==> src/rtl/riscv_lsu_if.sv <==
// Data-memory bus between the load/store unit and the data memory port.
// The LSU drives request, write, address, byte enables and store data.
// The memory answers with grant, read-valid and read data.
interface riscv_lsu_if #(
    parameter int WORD_LENGTH = 32
);
    logic                   mem_req;
    logic                   mem_we;
    logic [WORD_LENGTH-1:0] mem_addr;
    logic [3:0]             mem_be;
    logic [WORD_LENGTH-1:0] mem_wdata;
    logic                   mem_gnt;
    logic                   mem_rvalid;
    logic [WORD_LENGTH-1:0] mem_rdata;

    modport master (
        output mem_req, mem_we, mem_addr, mem_be, mem_wdata,
        input  mem_gnt, mem_rvalid, mem_rdata
    );

    modport slave (
        input  mem_req, mem_we, mem_addr, mem_be, mem_wdata,
        output mem_gnt, mem_rvalid, mem_rdata
    );
endinterface

==> src/rtl/riscv_lsu.sv <==
// riscv_lsu: load/store unit between execute and the data-memory bus.
// One access is outstanding at a time. Loads return lane-selected, sign- or
// zero-extended data to the writeback mux.
// Optional feature macro: RISCV_LSU_MISALIGN_TRAP_EN. When it is defined,
// misaligned accesses finish without a bus request and flag lsu_misalign.
// When it is not defined, the offending low address bits are ignored and the
// access runs normally on the bus.
//
// state  | meaning
// IDLE   | waiting for lsu_valid; operands latched on accept
// REQ    | mem_req high, memory outputs held until mem_gnt
// RESP   | load granted, waiting for mem_rvalid
// DONE   | one-cycle lsu_done pulse; lsu_valid ignored
module riscv_lsu #(
    parameter int WORD_LENGTH = 32
) (
    input  logic                   clk,
    input  logic                   rst_n,
    input  logic                   lsu_valid,
    input  logic                   lsu_we,
    input  logic [2:0]             lsu_funct3,
    input  logic [WORD_LENGTH-1:0] lsu_addr,
    input  logic [WORD_LENGTH-1:0] lsu_wdata,
    output logic                   lsu_busy,
    output logic                   lsu_done,
    output logic [WORD_LENGTH-1:0] lsu_rdata,
    output logic                   lsu_misalign,
    riscv_lsu_if.master            mem
);

    typedef enum logic [1:0] {
        S_IDLE = 2'd0,
        S_REQ  = 2'd1,
        S_RESP = 2'd2,
        S_DONE = 2'd3
    } state_t;

    // Access size: 0 = byte, 1 = halfword, 2 = word (reserved codes act as word).
    function automatic logic [1:0] f_size(input logic [2:0] funct3);
        logic [1:0] v_size;
        case (funct3)
            3'b000, 3'b100: v_size = 2'd0;
            3'b001, 3'b101: v_size = 2'd1;
            default:        v_size = 2'd2;
        endcase
        return v_size;
    endfunction

    state_t                 r_state;
    state_t                 w_state_nxt;
    logic                   r_we;
    logic [2:0]             r_funct3;
    logic [WORD_LENGTH-1:0] r_addr;
    logic [WORD_LENGTH-1:0] r_wdata;
    logic [WORD_LENGTH-1:0] r_rdata;

    logic                   w_accept;
    logic                   w_trap;
    logic                   w_in_req;
    logic [1:0]             w_size;
    logic                   w_unsigned;
    logic [3:0]             w_be;
    logic [WORD_LENGTH-1:0] w_wdata;
    logic [4:0]             w_lane_shift;
    logic [WORD_LENGTH-1:0] w_shifted;
    logic [WORD_LENGTH-1:0] w_ext;

    assign w_accept = (r_state == S_IDLE) && lsu_valid;

`ifdef RISCV_LSU_MISALIGN_TRAP_EN
    logic [1:0] w_in_size;
    logic       w_in_misalign;
    logic       r_misalign;

    assign w_in_size     = f_size(lsu_funct3);
    assign w_in_misalign = ((w_in_size == 2'd1) && lsu_addr[0]) ||
                           ((w_in_size == 2'd2) && (lsu_addr[1:0] != 2'b00));
    assign w_trap        = w_in_misalign;

    // Remember whether the accepted access was trapped, for the done pulse.
    always_ff @(posedge clk or negedge rst_n) begin
        if (!rst_n) begin
            r_misalign <= 1'b0;
        end else if (w_accept) begin
            r_misalign <= w_in_misalign;
        end
    end

    assign lsu_misalign = lsu_done & r_misalign;
`else
    assign w_trap       = 1'b0;
    assign lsu_misalign = 1'b0;
`endif

    // State register.
    always_ff @(posedge clk or negedge rst_n) begin
        if (!rst_n) begin
            r_state <= S_IDLE;
        end else begin
            r_state <= w_state_nxt;
        end
    end

    // Next-state logic; stale rvalid outside RESP is ignored here by construction.
    always_comb begin
        w_state_nxt = r_state;
        case (r_state)
            S_IDLE: begin
                if (lsu_valid) begin
                    w_state_nxt = w_trap ? S_DONE : S_REQ;
                end
            end
            S_REQ: begin
                if (mem.mem_gnt) begin
                    w_state_nxt = r_we ? S_DONE : S_RESP;
                end
            end
            S_RESP: begin
                if (mem.mem_rvalid) begin
                    w_state_nxt = S_DONE;
                end
            end
            S_DONE: begin
                w_state_nxt = S_IDLE;
            end
            default: begin
                w_state_nxt = S_IDLE;
            end
        endcase
    end

    // Latch the operands when an access is accepted; they stay fixed until DONE.
    always_ff @(posedge clk or negedge rst_n) begin
        if (!rst_n) begin
            r_we     <= 1'b0;
            r_funct3 <= 3'b000;
            r_addr   <= '0;
            r_wdata  <= '0;
        end else if (w_accept) begin
            r_we     <= lsu_we;
            r_funct3 <= lsu_funct3;
            r_addr   <= lsu_addr;
            r_wdata  <= lsu_wdata;
        end
    end

    assign w_size     = f_size(r_funct3);
    assign w_unsigned = (r_funct3 == 3'b100) || (r_funct3 == 3'b101);

    // Store lane placement. Halfwords only look at addr[1], so a misaligned
    // halfword lands in the aligned lane when trapping is off.
    always_comb begin
        w_be    = 4'b1111;
        w_wdata = r_wdata;
        case (w_size)
            2'd0: begin
                w_wdata = {4{r_wdata[7:0]}};
                if (r_we) begin
                    w_be = 4'b0001 << r_addr[1:0];
                end
            end
            2'd1: begin
                w_wdata = {2{r_wdata[15:0]}};
                if (r_we) begin
                    w_be = 4'b0011 << {r_addr[1], 1'b0};
                end
            end
            default: begin
                w_wdata = r_wdata;
            end
        endcase
    end

    // Load lane select and extension.
    always_comb begin
        w_lane_shift = 5'd0;
        case (w_size)
            2'd0:    w_lane_shift = {r_addr[1:0], 3'b000};
            2'd1:    w_lane_shift = {r_addr[1], 4'b0000};
            default: w_lane_shift = 5'd0;
        endcase
    end

    assign w_shifted = mem.mem_rdata >> w_lane_shift;

    always_comb begin
        w_ext = mem.mem_rdata;
        case (w_size)
            2'd0:    w_ext = {{24{~w_unsigned & w_shifted[7]}}, w_shifted[7:0]};
            2'd1:    w_ext = {{16{~w_unsigned & w_shifted[15]}}, w_shifted[15:0]};
            default: w_ext = mem.mem_rdata;
        endcase
    end

    // Load result register; only a completing load updates it.
    always_ff @(posedge clk or negedge rst_n) begin
        if (!rst_n) begin
            r_rdata <= '0;
        end else if ((r_state == S_RESP) && mem.mem_rvalid) begin
            r_rdata <= w_ext;
        end
    end

    // Memory outputs are driven only while requesting, so they read 0 otherwise.
    assign w_in_req      = (r_state == S_REQ);
    assign mem.mem_req   = w_in_req;
    assign mem.mem_we    = w_in_req & r_we;
    assign mem.mem_addr  = w_in_req ? {r_addr[WORD_LENGTH-1:2], 2'b00} : '0;
    assign mem.mem_be    = w_in_req ? w_be : 4'b0000;
    assign mem.mem_wdata = w_in_req ? w_wdata : '0;

    assign lsu_done  = (r_state == S_DONE);
    assign lsu_busy  = lsu_valid & ~lsu_done;
    assign lsu_rdata = r_rdata;

endmodule

==> src/flat_wrapper.sv <==
// flat-port wrapper written by rule: the top's interface ports become plain ports
module riscv_lsu_flat 
#(
    parameter int WORD_LENGTH = 32
)
  (clk, rst_n, lsu_valid, lsu_we, lsu_funct3, lsu_addr, lsu_wdata, lsu_busy, lsu_done, lsu_rdata, lsu_misalign, mem_mem_req, mem_mem_we, mem_mem_addr, mem_mem_be, mem_mem_wdata, mem_mem_gnt, mem_mem_rvalid, mem_mem_rdata);
  riscv_lsu_if #(.WORD_LENGTH(WORD_LENGTH)) mem_i ();
  input  logic clk;
  input  logic rst_n;
  input  logic lsu_valid;
  input  logic lsu_we;
  input  logic [2:0] lsu_funct3;
  input  logic [WORD_LENGTH-1:0] lsu_addr;
  input  logic [WORD_LENGTH-1:0] lsu_wdata;
  output logic lsu_busy;
  output logic lsu_done;
  output logic [WORD_LENGTH-1:0] lsu_rdata;
  output logic lsu_misalign;
  output wire logic [$bits(mem_i.mem_req)-1:0] mem_mem_req;
  output wire logic [$bits(mem_i.mem_we)-1:0] mem_mem_we;
  output wire logic [$bits(mem_i.mem_addr)-1:0] mem_mem_addr;
  output wire logic [$bits(mem_i.mem_be)-1:0] mem_mem_be;
  output wire logic [$bits(mem_i.mem_wdata)-1:0] mem_mem_wdata;
  input wire logic [$bits(mem_i.mem_gnt)-1:0] mem_mem_gnt;
  input wire logic [$bits(mem_i.mem_rvalid)-1:0] mem_mem_rvalid;
  input wire logic [$bits(mem_i.mem_rdata)-1:0] mem_mem_rdata;
  assign mem_mem_req = mem_i.mem_req;
  assign mem_mem_we = mem_i.mem_we;
  assign mem_mem_addr = mem_i.mem_addr;
  assign mem_mem_be = mem_i.mem_be;
  assign mem_mem_wdata = mem_i.mem_wdata;
  assign mem_i.mem_gnt = mem_mem_gnt;
  assign mem_i.mem_rvalid = mem_mem_rvalid;
  assign mem_i.mem_rdata = mem_mem_rdata;
  riscv_lsu #(.WORD_LENGTH(WORD_LENGTH)) u_core (.clk(clk), .rst_n(rst_n), .lsu_valid(lsu_valid), .lsu_we(lsu_we), .lsu_funct3(lsu_funct3), .lsu_addr(lsu_addr), .lsu_wdata(lsu_wdata), .lsu_busy(lsu_busy), .lsu_done(lsu_done), .lsu_rdata(lsu_rdata), .lsu_misalign(lsu_misalign), .mem(mem_i));
endmodule
==> config.mk <==
export PLATFORM = sky130hd
export DESIGN_NAME = riscv_lsu_flat
export DESIGN_NICKNAME = d
export VERILOG_FILES = /design/src/rtl/riscv_lsu_if.sv /design/src/rtl/riscv_lsu.sv /design/src/flat_wrapper.sv
export SDC_FILE = /design/constraint.sdc
export NUM_CORES = 1
export LEC_CHECK = 0
export CAP_MARGIN = 30
export CORE_MARGIN = 3
export CORE_UTILIZATION = 48
export DETAILED_ROUTE_END_ITERATION = 10
export GPL_TIMING_DRIVEN = 0
export HOLD_SLACK_MARGIN = 0.02
export PLACE_DENSITY = 0.85
export SLEW_MARGIN = 10
export SYNTH_ARGS = -nofsm -noshare
export SYNTH_HDL_FRONTEND = slang
export SYNTH_SLANG_ARGS = --single-unit
==> constraint.sdc <==
create_clock -name clk -period 5.51 [get_ports clk]
set_clock_uncertainty 0.1 [all_clocks]
set_input_delay 0.551 -clock clk [delete_from_list [all_inputs] [get_ports clk]]
set_output_delay 0.551 -clock clk [all_outputs]
set_load 0.005 [all_outputs]
==> metrics, run 1 <==
reg2reg end u_core.lsu_rdata[21]$_DFFE_PN0P_; Hold Slack 0.388 ns; initial antenna violation count 1; Nets 870; via/cell ratio 5.80; internal power 2.90 mW; CTS Buffer Depth 2; Detailed Routing Iterations Pass 1 5; complex-gate fraction of the synthesized area 15.3%; placed cell area 7840 um^2; commonest cells after routing, fill and taps aside 205 x clkdlybuf4s50_1, 102 x dfrtp_1, 81 x mux2_2, 54 x a21oi_1, 46 x nand2_1; syn avg cell area 10.3 um^2; Clock Latency Late Sink 0.35 ns; Avg WL per Cell 20.8 um; R2R Setup Slk 2.92 ns; pwr dens 564 nW/um^2; row cnt 38; clk sink count 102; GR Util met2 48.9%; vias in the first global route 5563; WL final 18800 um; net switching power 1.71 mW; R2R cell count 7; Hold Crit Class register to register; Cells after Synth 539; Die Width 114 um; grt peak-use layer met2; Synth Area in XOR/XNOR 0%; RePlAce Congestion 0.898; largest net degree at the start of global routing 80; outcome finished clean; Final Slew Violations 0; final HPWL from detailed placement 14000 um; CTS Root Cell clkbuf_16; top_reg_cell synth dfrtp_1; DIE AREA 12900 um^2; Leak 3.33 nW; crit path DAT 2.78 ns; delay-heaviest family, CP buffers and inverters; Max Cap Viol 0; Gate power share 54.0%; final hold viol count 0; CP Launch Point u_core.r_funct3[1]$_DFFE_PN0P_; Sw Ratio 37.1%; FF-to-FF Start u_core.r_state[0]$_DFFE_PN0P_; TritonCTS Buffers 9; Finished Layout Cells 906; final worst setup slack 2.08 ns; GRT Total Usage 29.3%; Initial Util 50.2%; worst-path fanout max 10; Worst-Margin Slew 0.787 ns; layout cells sized above 1 15.3%; Critical Path End Type output pin; Startpoint Class register; slowest CP cell clkdlybuf4s50_1; post-synth cell types 41; grt met3 use 8.44%; Rel. slew slack 47.3%; final worst path period need 3.43 ns; met1 GRT Util 36.3%; Routed Antenna Nets 0; total power 4.62 mW; Ys Warns 0; Synth Area in Adders 1.12%; first-pass GRT wire length 29800 um; # DRC 0; Synth Area in Simple Gates 13.7%; flops & latches, synth 102; WP buf/inv 5; Layout Utilization 73.9%; sequential fraction of the synthesis area 45.9%; worst hold start u_core.lsu_rdata[0]$_DFFE_PN0P_; htree depth 3; setup TNS 0 ns; multiplexer share of the synthesized area 19.8%; CP cell instances buf_6 > buf_2 > clkbuf_1 > buf_2 > mux2i_1 > nor2_1 > clkdlybuf4s50_1; Cell Area, Synth 5560 um^2; Clk pwr share 15.9%; setup slack at placement 2.51 ns; WHS Path Cells 2; CTS tree done; worst vdd ir 0.000278 V; slowest stage delay, CP 0.53 ns; via count 5252; number of cells on the critical path 7; Post-synth EDFFs 0; Top cell by count, worst path buf_2; Async S/R FF share, synth 100%; Cells after DPL 888; unrepaired setup endpoints after global routing no; Die Height 114 um; Core Area 11100 um^2; Max Freq 291 MHz; Worst Hold Path EP u_core.lsu_rdata[0]$_DFFE_PN0P_; final instance area 8190 um^2; P&R area growth vs syn 47.2%; ratio of final minimum period to clock period 62.3%; clk slew on worst S/H paths 0.07 ns; largest family of logic cells by synthesized area multiplexers; WS Path Type register to output pin; Setup Viol. Count Final 0; IO Count 210; GR Overflow Total 0; PortBufs 206; Seq pwr share 30.1%; Critical Path RT 4.86 ns; Starting DRT DRC Count 240; commonest non-fill, non-tap cell in the layout clkdlybuf4s50_1
[synth_stat cells (2+ instances only)]
| master | n | area, um^2 |
|---|---|---|
| mux2_2 | 81 | 912 |
| o22ai_1 | 3 | 18.8 |
| buf_6 | 2 | 22.5 |
| mux2i_1 | 19 | 190 |
| a32o_1 | 16 | 160 |
| inv_1 | 5 | 18.8 |
| nand2b_1 | 3 | 18.8 |
| a31oi_1 | 2 | 12.5 |
| or3_1 | 8 | 50.1 |
| nor2b_1 | 2 | 12.5 |
| clkbuf_1 | 29 | 109 |
| dfrtp_1 | 102 | 2550 |
| ha_1 | 5 | 62.6 |
| and2_1 | 44 | 275 |
| a311oi_1 | 16 | 140 |
| buf_1 | 8 | 30.0 |
| a211oi_1 | 4 | 30.0 |
| buf_4 | 3 | 22.5 |
| a21oi_1 | 54 | 270 |
| nor2_1 | 44 | 165 |
| o22a_1 | 2 | 17.5 |
| o31ai_1 | 5 | 37.5 |
| nand2_1 | 46 | 173 |
| buf_2 | 6 | 30.0 |
| o21ai_0 | 14 | 70.1 |
[worst max-delay path by stage]
stage	to
finish	mem_mem_wdata[21]
floorplan	mem_mem_wdata[16]
detailed placement	mem_mem_wdata[30]
global placement	u_core.r_wdata[19]$_DFFE_PN0P_
CTS	mem_mem_wdata[30]
global route	mem_mem_be[1]
[power by group through the flow]
| stage | Combinational, mW | Clock (mW) | Sequential, mW |
|---|---|---|---|
| final | 2.49 | 0.734 | 1.39 |
| after CTS | 2.49 | 0.739 | 1.38 |
| after detailed placement | 2.46 | 0 | 1.39 |
| after global placement | 2.40 | 0 | 1.37 |
| after floorplan | 1.39 | 0 | 1.32 |
| after global routing | 2.70 | 0.770 | 1.44 |
[flip-flops by register name, indices dropped and copies added (netlist names)]
signal / count
u_core.lsu_rdata: 32
u_core.r_we: 1
u_core.r_wdata: 32
u_core.r_addr: 32
u_core.r_state: 2
u_core.r_funct3: 3
[routing by layer]
metal | share of wire [%] | wire length (um)
met3 | 11 | 2010
met1 | 38 | 7230
met4 | 2.2 | 406
met2 | 49 | 9160
met5 | 0 | 0
[cell type report]
cell class              instances  area, um^2
repair buffers                208        2100
clock buffers                  10         229
diodes                          1        2.50
plain buffers                  48         214
flip-flops and latches        102        2550
fillers                       838        2890
clock inverters                 6         109
well taps                     140         175
inverters                       5        18.8
multi-input cells             386        2790
[logic make-up (layout without fill, tap and decap cells)]
group	count (synthesis)	count (layout)
simple gates	155	155
compound gates	123	123
flops	102	102
mux	100	100
buf+inv	53	277
fa+ha+maj	5	5
other cells	1	4
[worst min-delay path, cell delays in order (launching register included)]
cell	delay, ns
dfrtp_1	0.34
nand2_1	0.05
o21ai_0	0.06
[repair_timing]
action	CTS	global route
hold buffers	1	0
resized for setup	0	0
endpoints found under the hold margin	23	0
setup endpoints to repair	0	0
buffers inserted	0	0
Power figures use the tool's default switching activity.
==> run 2, diff against run 1 <==
CORE_UTILIZATION = 40   (was 48)
PLACE_DENSITY = 0.76   (was 0.85)
clock period = 2.78 ns   (was 5.51 ns; I/O delays follow)
==> metrics, run 2 (synthesized netlist as in run 1, its figures left out) <==
htree depth 3 (unchanged); Critical Path RT 2.40 ns (-2.46 ns); Rel. slew slack 53.5% (+6.3 points); Avg WL per Cell 19.3 um (-6.8%); ratio of final minimum period to clock period 95.3%; Routed Antenna Nets 0 (unchanged); layout cells sized above 1 17.2% (+1.9 points); # DRC 0 (unchanged); largest net degree at the start of global routing 59 (-26%); commonest cells after routing, fill and taps aside 203 x clkdlybuf4s50_1, 102 x dfrtp_1, 81 x mux2_2, 54 x a21oi_1, 46 x nand2_1; Core Area 13400 um^2 (+21%); Initial Util 41.5% (-8.7 points); Die Height 124 um (+9.0%); WS Path Type register to output pin; final HPWL from detailed placement 13500 um (-3.5%); clk slew on worst S/H paths 0.07 ns (about the same); WL final 18200 um (-3.4%); FF-to-FF Start u_core.r_state[0]$_DFFE_PN0P_; Clock Latency Late Sink 0.35 ns (about the same); first-pass GRT wire length 28100 um (-5.5%); outcome finished clean; worst setup path end mem_mem_addr[31]; DIE AREA 15400 um^2 (+19%); via count 5169 (-1.6%); CTS tree done; clk sink count 102 (unchanged); R2R cell count 6 (-1); GRT Total Usage 23.9% (-5.4 points); CP Launch Point u_core.r_state[1]$_DFFE_PN0P_; Hold Slack 0.319 ns (-0.0696 ns); worst-path fanout max 10 (unchanged); initial antenna violation count 0 (-1); Leak 3.38 nW (+1.5%); Detailed Routing Iterations Pass 1 5 (unchanged); final hold viol count 0 (unchanged); commonest non-fill, non-tap cell in the layout clkdlybuf4s50_1; Critical Path End Type output pin; vias in the first global route 5275 (-5.2%); row cnt 42 (+11%); Starting DRT DRC Count 424 (+77%); crit path DAT 2.27 ns (-0.51 ns); Max Freq 378 MHz; worst vdd ir 0.000456 V (+64%); Hold Crit Class primary input to async pin; R2R Setup Slk 0.23 ns (-2.69 ns); unrepaired setup endpoints after global routing no; Max Cap Viol 0 (unchanged); via/cell ratio 5.50 (-5.0%); GR Overflow Total 0 (unchanged); P&R area growth vs syn 48.1%; reg2reg end u_core.r_addr[12]$_DFFE_PN0P_; Startpoint Class register; total power 9.00 mW (+95%); CTS Buffer Depth 2 (unchanged); CTS Root Cell clkbuf_16; Die Width 124 um (+9.0%); Final Slew Violations 0 (unchanged); Worst-Margin Slew 0.694 ns (-0.0936 ns); IO Count 210 (unchanged); pwr dens 1090 nW/um^2 (+94%); Setup Viol. Count Final 0 (unchanged); Nets 868 (-0.23%); final worst path period need 2.65 ns; RePlAce Congestion 0.897 (about the same); Diodes inserted 0 (-1); PortBufs 206 (unchanged); TritonCTS Buffers 9 (unchanged)
-- run 2: layer usage --
layer | vias up | part of all wire [%] | global-route usage, % | wire length [um]
li1 | 2360 | - | - | -
met1 | 2527 | 41 | 30.2 | 7400
met2 | 246 | 49 | 39.5 | 8810
met3 | 36 | 7.8 | 5.36 | 1410
met4 | 0 | 2.9 | 10.1 | 533
met5 | - | 0 | 0 | 0
-- run 2: cell type report --
cell class | instances | area (um^2)
Clock buffer | 11 | 243
Fill cell | 1151 | 5160
Tap cell | 176 | 220
Clock inverter | 5 | 57.6
Timing Repair Buffer | 210 | 2120
Buffer | 44 | 234
Sequential cell | 102 | 2550
Multi-Input combinational cell | 386 | 2790
Inverter | 5 | 22.5
-- run 2: where the power goes --
part           switching, mW  total [mW]  internal, mW  leakage [nW]
Clock                  0.585        1.31         0.726         0.150
Sequential             0.491        2.74          2.25          1.21
Combinational           2.27        4.94          2.68          2.03
Total                   3.34        9.00          5.66          3.38
-- run 2: worst max-delay path, stage by stage (launching register included) --
cell and delay, ns:
dfrtp_1 0.42, inv_1 0.12, ha_2 0.26, clkbuf_2 0.21
clkbuf_4 0.22, and2_1 0.17, clkdlybuf4s50_1 0.51
-- run 2: worst min path at each step --
stage	from	endpoint	slack, ns	cells after the start
6_report	rst_n	u_core.r_addr[19]$_DFFE_PN0P_	0.32	2
3_3_place_gp	u_core.lsu_rdata[0]$_DFFE_PN0P_	u_core.lsu_rdata[0]$_DFFE_PN0P_	0.37	2
3_5_place_dp	rst_n	u_core.lsu_rdata[19]$_DFFE_PN0P_	0.14	1
2_1_floorplan	rst_n	u_core.lsu_rdata[0]$_DFFE_PN0P_	-0.12	0
4_1_cts	rst_n	u_core.lsu_rdata[19]$_DFFE_PN0P_	0.33	2
5_1_grt	rst_n	u_core.r_addr[19]$_DFFE_PN0P_	0.37	2
-- run 2: metrics by stage --
stage | instance area (um^2) | util, % | setup WS, ns | TNS [ns] | instances
after floorplan | 5570 | - | 0.714 | 0 | 541
after global placement | 7850 | 58.6 | -2.65 | -269.86 | 923
after detailed placement | 7880 | 58.8 | -0.0377 | -0.173 | 924
after CTS | 8200 | 61.2 | -0.0635 | -0.651 | 939
after global routing | 8240 | 61.5 | 0.00252 | 0 | 939
final | 8240 | 61.5 | 0.131 | 0 | 939
-- run 2: what timing repair did --
item / 4_1_cts / 5_1_grt
endpoints found under the setup margin: 48 / 46
endpoints found under the hold margin: 44 / 0
setup buffers: 0 / 2
hold buffers: 1 / 0
gates resized for setup: 11 / 18
